**src/rtl/regfile_arb_pkg.sv**
```systemverilog
// Shared types and helpers for the register-file write arbiter.
package regfile_arb_pkg;

    typedef enum logic [0:0] {
        ARB    = 1'b0,
        LOCKED = 1'b1
    } arb_state_e;

    localparam int BURST_CNT_W = 4;

    // Index width for a requester count; never narrower than one bit.
    function automatic int idx_width(input int n);
        if (n <= 2) begin
            return 1;
        end else begin
            return $clog2(n);
        end
    endfunction

endpackage

```
**src/rtl/regfile_write_arbiter_rr_picker.sv**
```systemverilog
// Combinational round-robin picker: first valid requester at or above ptr, wrapping.
module rr_picker #(
    parameter int NUM_REQ = 3,
    parameter int IDX_W   = 2
) (
    input  logic [NUM_REQ-1:0] valid,
    input  logic [IDX_W-1:0]   ptr,
    output logic [NUM_REQ-1:0] grant,
    output logic [IDX_W-1:0]   idx
);

    logic [2*NUM_REQ-1:0] rot_s;
    logic                 found_s;
    int                   sum_s;

    assign rot_s = {valid, valid} >> ptr;

    // Scan the rotated vector so position k maps back to requester (ptr + k) mod NUM_REQ.
    always_comb begin
        found_s = 1'b0;
        idx     = '0;
        sum_s   = 0;
        for (int k = 0; k < NUM_REQ; k++) begin
            if (!found_s && rot_s[k]) begin
                found_s = 1'b1;
                sum_s   = int'(ptr) + k;
                if (sum_s >= NUM_REQ) begin
                    sum_s = sum_s - NUM_REQ;
                end else begin
                    sum_s = sum_s;
                end
                idx = IDX_W'(sum_s);
            end else begin
                found_s = found_s;
            end
        end
    end

    // One-hot grant derived from the chosen index.
    always_comb begin
        if (found_s) begin
            grant = NUM_REQ'(1) << idx;
        end else begin
            grant = '0;
        end
    end

endmodule

```
**src/rtl/regfile_write_arbiter.sv**
```systemverilog
// Round-robin write-port arbiter with locked bursts in front of a register file.
// Optional macro REGFILE_WRITE_ARBITER_FWD_EN adds write-to-read forwarding.
module regfile_write_arbiter
    import regfile_arb_pkg::*;
#(
    parameter int NUM_REQ   = 3,
    parameter int ADDR_W    = 1,
    parameter int DATA_W    = 1,
    parameter int MAX_BURST = 4
) (
    input  logic                          clk,
    input  logic                          rst,
    input  logic [NUM_REQ-1:0]            req_valid,
    input  logic [NUM_REQ-1:0]            req_lock,
    input  logic [NUM_REQ*ADDR_W-1:0]     req_addr,
    input  logic [NUM_REQ*DATA_W-1:0]     req_data,
    output logic [NUM_REQ-1:0]            req_ready,
    output logic                          rf_we,
    output logic [ADDR_W-1:0]             rf_waddr,
    output logic [DATA_W-1:0]             rf_wdata,
    output logic [idx_width(NUM_REQ)-1:0] grant_id,
    output logic                          locked,
    input  logic [ADDR_W-1:0]             rd_addr,
    input  logic [DATA_W-1:0]             rf_rd_data,
    output logic [DATA_W-1:0]             rd_data
);

    localparam int IW = idx_width(NUM_REQ);

    arb_state_e             state_r;
    logic [IW-1:0]          ptr_r;
    logic [IW-1:0]          owner_r;
    logic [BURST_CNT_W-1:0] burst_cnt_r;

    logic [NUM_REQ-1:0]     pick_grant_s;
    logic [IW-1:0]          pick_idx_s;
    logic [IW-1:0]          acc_idx_s;
    logic                   accept_s;
    logic [ADDR_W-1:0]      sel_addr_s;
    logic [DATA_W-1:0]      sel_data_s;

    rr_picker #(
        .NUM_REQ (NUM_REQ),
        .IDX_W   (IW)
    ) u_picker (
        .valid (req_valid),
        .ptr   (ptr_r),
        .grant (pick_grant_s),
        .idx   (pick_idx_s)
    );

    // Ready: picker result in ARB, only the owner in LOCKED, nothing while in reset.
    always_comb begin
        req_ready = '0;
        acc_idx_s = pick_idx_s;
        if (rst) begin
            req_ready = '0;
        end else if (state_r == LOCKED) begin
            req_ready[owner_r] = req_valid[owner_r];
            acc_idx_s          = owner_r;
        end else begin
            req_ready = pick_grant_s;
        end
    end

    assign accept_s = |(req_valid & req_ready);

    // Select the accepted requester's address and data.
    always_comb begin
        sel_addr_s = '0;
        sel_data_s = '0;
        for (int i = 0; i < NUM_REQ; i++) begin
            if (acc_idx_s == IW'(i)) begin
                sel_addr_s = req_addr[i*ADDR_W +: ADDR_W];
                sel_data_s = req_data[i*DATA_W +: DATA_W];
            end else begin
                sel_addr_s = sel_addr_s;
            end
        end
    end

    // Arbitration FSM and registered write port.
    always_ff @(posedge clk) begin
        if (rst) begin
            state_r     <= ARB;
            ptr_r       <= '0;
            owner_r     <= '0;
            burst_cnt_r <= '0;
            rf_we       <= 1'b0;
            rf_waddr    <= '0;
            rf_wdata    <= '0;
            grant_id    <= '0;
        end else begin
            rf_we <= accept_s;
            if (accept_s) begin
                rf_waddr <= sel_addr_s;
                rf_wdata <= sel_data_s;
                grant_id <= acc_idx_s;
            end else begin
                rf_waddr <= rf_waddr;
            end
            case (state_r)
                ARB: begin
                    if (accept_s) begin
                        ptr_r <= (pick_idx_s == IW'(NUM_REQ - 1)) ? '0 : pick_idx_s + IW'(1);
                        if (req_lock[pick_idx_s] && (MAX_BURST > 1)) begin
                            state_r     <= LOCKED;
                            owner_r     <= pick_idx_s;
                            burst_cnt_r <= BURST_CNT_W'(1);
                        end else begin
                            state_r <= ARB;
                        end
                    end else begin
                        state_r <= ARB;
                    end
                end
                LOCKED: begin
                    // Owner dropping valid releases the lock with no write this cycle.
                    if (!req_valid[owner_r]) begin
                        state_r     <= ARB;
                        burst_cnt_r <= '0;
                    end else if (req_lock[owner_r] &&
                                 (burst_cnt_r + BURST_CNT_W'(1) != BURST_CNT_W'(MAX_BURST))) begin
                        burst_cnt_r <= burst_cnt_r + BURST_CNT_W'(1);
                    end else begin
                        state_r     <= ARB;
                        burst_cnt_r <= '0;
                    end
                end
                default: begin
                    state_r     <= ARB;
                    burst_cnt_r <= '0;
                end
            endcase
        end
    end

    assign locked = (state_r == LOCKED);

`ifdef REGFILE_WRITE_ARBITER_FWD_EN
    // Bypass the write landing this cycle to a reader of the same register.
    always_comb begin
        if (rf_we && (rf_waddr == rd_addr)) begin
            rd_data = rf_wdata;
        end else begin
            rd_data = rf_rd_data;
        end
    end
`else
    logic unused_rd_addr_s;
    assign unused_rd_addr_s = ^rd_addr;
    assign rd_data          = rf_rd_data;
`endif

endmodule
```
**config.mk**
```make
export PLATFORM = sky130hd
export DESIGN_NAME = regfile_write_arbiter
export DESIGN_NICKNAME = d
export VERILOG_FILES = /design/src/rtl/regfile_arb_pkg.sv /design/src/rtl/regfile_write_arbiter_rr_picker.sv /design/src/rtl/regfile_write_arbiter.sv
export SDC_FILE = /design/constraint.sdc
export NUM_CORES = 1
export LEC_CHECK = 0
export ABC_AREA = 1
export CAP_MARGIN = 20
export CORE_MARGIN = 2
export CORE_UTILIZATION = 45
export DETAILED_ROUTE_END_ITERATION = 8
export PLACE_DENSITY = 0.81
export RECOVER_POWER = 100
export REMOVE_ABC_BUFFERS = 1
export SYNTH_ARGS = -nofsm -noshare
export SYNTH_HDL_FRONTEND = slang
export SYNTH_SLANG_ARGS = --single-unit
```
**constraint.sdc**
```tcl
create_clock -name clk -period 2.5 [get_ports clk]
set_input_delay 0.25 -clock clk [delete_from_list [all_inputs] [get_ports clk]]
set_output_delay 0.25 -clock clk [all_outputs]
set_load 0.01 [all_outputs]
```
==> results.sh <==
export IMPL_ant_nets=0
export IMPL_postSynthCellCount=170
export IMPL_power_leakage_uw=0.000699
export IMPL_reg2reg_slack_ns=0.29
export IMPL_hpwlAfterDp_um=2120
export IMPL_synth_distinct_cells=26
export IMPL_critical_path_class="reg2out"
export IMPL_synth_area_um2=1150
export IMPL_worstPathMaxFanout=7
export IMPL_reg2reg_depth=14
export IMPL_setup_slack_ns=0.107
export IMPL_portBuffers=22
export IMPL_synth_fa_ha_area_share_pct=6.55
export IMPL_root_buffer="clkbuf_4"
export IMPL_clk_pin_slew_ns=0.08
export IMPL_syn_area_per_cell_um2=6.74
export IMPL_synth_top_family_by_area="simple AND/OR/NAND/NOR gates"
export IMPL_worstReg2RegEnd="owner_r[1]"
export IMPL_place_congestion=0.824
export IMPL_seqPwrFrac_pct=21.2
export IMPL_maxCapViolations=0
export IMPL_hp_class="in2reg"
export IMPL_core_region_area_um2=2450
export IMPL_synth_seq_area_share_pct=24.5
export IMPL_drive_gt1_share_pct=21.4
export IMPL_vias=1225
export IMPL_slew_viol_final=0
export IMPL_p_sw_uw=880
export IMPL_timing_fmax_mhz=418
export IMPL_grt_pass1_wl_um=4440
export IMPL_clock_sinks=14
export IMPL_rsz0062_at_grt="false"
export IMPL_n_fill_cell=221
export IMPL_power_density_nw_per_um2=1170
export IMPL_cts_tree="yes"
export IMPL_crit_end="req_ready[2]"
export IMPL_p_comb_share_pct=71.5
export IMPL_synth_xor_area_share_pct=1.53
export IMPL_place_ws_ns=0.00199
export IMPL_tns_ns=0
export IMPL_internal_power_uw=835
export IMPL_swShare_pct=51.3
export IMPL_clkLatencyLatePin_ns=0.28
export IMPL_fp_dieArea_um2=2970
export IMPL_antenna_found_initial=0
export IMPL_numCtsBuffers=3
export IMPL_drc=0
export IMPL_period_minus_slack_ns=2.39
export IMPL_finalSetupViolCount=0
export IMPL_initial_utilization_pct=46.7
export IMPL_finalCritPeriodShare_pct=95.7
export IMPL_skew_ns=0.00293
export IMPL_status="finished, final reports clean"
export IMPL_finalPower_uw=1720
export IMPL_cts_hold_buf=0
export IMPL_cts_max_path_buffers=2
export IMPL_htree_levels=1
export IMPL_max_vdd_ir_drop_mv=0.619
export IMPL_timing_rr_start="ptr_r[0]"
export IMPL_crit_required_ns=2.25
export IMPL_n_antenna_cell=0
export IMPL_grt_max_degree=10
export IMPL_startpoint_type="flop"
export IMPL_critPathArrivalTime_ns=2.14
export IMPL_drt_total_wl_um=2790
export IMPL_clock_power_share_pct=7.4
export IMPL_wl_per_cell_um=12.1
export IMPL_regArea_um2=285
export IMPL_cp_end_kind="output port"
export IMPL_grt_use_total_pct=20.2
export IMPL_area_growth_syn_to_layout_pct=28.1
export IMPL_ys_ff_latch=14
export IMPL_drt_first_pass_iters=4
export IMPL_synth_compound_area_share_pct=8.30
export IMPL_startpoint="ptr_r[0]"
export IMPL_maxSlewHeadroom_pct=76.7
export IMPL_viasPerCell=5.30
export IMPL_fin_hold_ws_ns=0.396
export IMPL_synth_warnings=0
export IMPL_worstMarginPinSlew_ns=0.346
export IMPL_yosys_area_share_simple_pct=51.1
export IMPL_die_height_um=54.5
export IMPL_fin_nets=225
export IMPL_muxShareOfSynthArea_pct=0.873
export IMPL_gr_total_overflow=0
export IMPL_dieWidth_um=54.5
export IMPL_row_count=18
export IMPL_num_io_pins=26
export IMPL_finalHoldViolCount=0
export IMPL_drtIter0Drc=18
export IMPL_multi_input_area_um2=761
export IMPL_grt_pass1_vias=1080
==> how the worst min path moves through the flow <==
stage	from	endpoint	cells after the start	slack, ns
after CTS	rf_wdata	rf_wdata	2	0.50
after global routing	req_valid[2]	grant_id[1]	3	0.41
after detailed placement	rf_wdata	rf_wdata	2	0.48
after global placement	grant_id[0]	grant_id[0]	2	0.47
after floorplan	rst	burst_cnt_r[0]	1	0.32
final	req_valid[1]	grant_id[0]	3	0.40
==> cells in the mapped netlist <==
library cell,n,area share [%]
nand2_1,33,11
nor2_1,19,6.2
nand3_1,16,7.0
dfxtp_1,14,24
inv_1,14,4.6
nand2_2,14,7.6
nand3_2,10,8.7
a21oi_1,9,3.9
ha_1,6,6.6
nor3_1,5,2.2
inv_2,4,1.3
nand4_1,4,2.2
o21ai_0,4,1.7
o21ai_1,3,1.3
nand3_4,2,3.1
nor2_2,2,1.1
xnor2_1,2,1.5
a211oi_1,1,0.66
a21boi_0,1,0.66
buf_4,1,0.66
clkbuf_1,1,0.33
clkinv_1,1,0.33
mux2i_1,1,0.87
nor2_4,1,0.98
nor3b_1,1,0.66
or2_2,1,0.55
==> placed cells by master, fill, tap and decap left out, types with 5 or more instances in the layout <==
master | netlist | layout
a21oi_1 | 9 | 9
buf_4 | 1 | 8
clkdlybuf4s50_1 | 0 | 12
dfxtp_1 | 14 | 12
dlygate4sd3_1 | 0 | 6
ha_1 | 6 | 6
inv_1 | 14 | 14
nand2_1 | 33 | 34
nand2_2 | 14 | 13
nand3_1 | 16 | 18
nand3_2 | 10 | 9
nor2_1 | 19 | 20
nor3_1 | 5 | 5
==> per-stage QoR <==
| stage | instances | area [um^2] | util, % |
|---|---|---|---|
| after floorplan | 168 | 1130 | - |
| after global placement | 226 | 1440 | 58.6 |
| after detailed placement | 226 | 1440 | 58.6 |
| after CTS | 229 | 1460 | 59.5 |
| after global routing | 231 | 1470 | 59.8 |
| final | 231 | 1470 | 59.8 |
==> timing repair <==
item / in CTS / in global routing
resized for setup: 1 / 7
setup endpoints to repair: 2 / 3
pin swaps: 0 / 1
setup buffers: 0 / 2
==> worst max-delay path, cell delays in order (launching register included) <==
cell             delay (ns)
dfxtp_4                0.38
inv_2                  0.08
ha_1                   0.36
nand3_2                0.10
nand2_2                0.08
nor2_4                 0.16
nand3_2                0.10
nand2_2                0.08
clkdlybuf4s50_1        0.53
==> flip-flops by register name, summed over array words and instances (netlist names) <==
| name | cells |
|---|---|
| rf_wdata | 1 |
| burst_cnt_r | 4 |
| rf_we | 1 |
| locked | 1 |
| grant_id | 2 |
| rf_waddr | 1 |
| owner_r | 2 |
| ptr_r | 2 |
==> logic make-up after synthesis <==
group	after synthesis
simple gates	108
fa+ha+maj	6
xor+xnor	2
flops	14
mux	1
buf+inv	21
compound gates	18
==> metal layers <==
layer / routed length [um] / vias to the layer above / track usage [%] / share of wire, %
li1: - / 621 / - / -
met1: 1270 / 560 / 26.0 / 46
met2: 1350 / 42 / 33.7 / 48
met3: 147 / 2 / 5.19 / 5.3
met4: 17 / 0 / 4.58 / 0.61
met5: 0 / - / 0 / 0
==> power groups by stage <==
stage	combinational (uW)	sequential [uW]	clock [uW]
finish	1230	363	127
detailed placement	1220	359	0
global route	1380	370	142
global placement	1180	356	0
CTS	1240	356	129
floorplan	855	364	0
==> area by class of cell <==
class / instances / share of cell area (%)
multi-input cells: 135 / 51.8
flip-flops and latches: 14 / 19.4
repair buffers: 30 / 19.8
inverters: 19 / 4.86
clock buffers: 3 / 1.53
well taps: 30 / 2.56
Power figures use the tool's default switching activity.
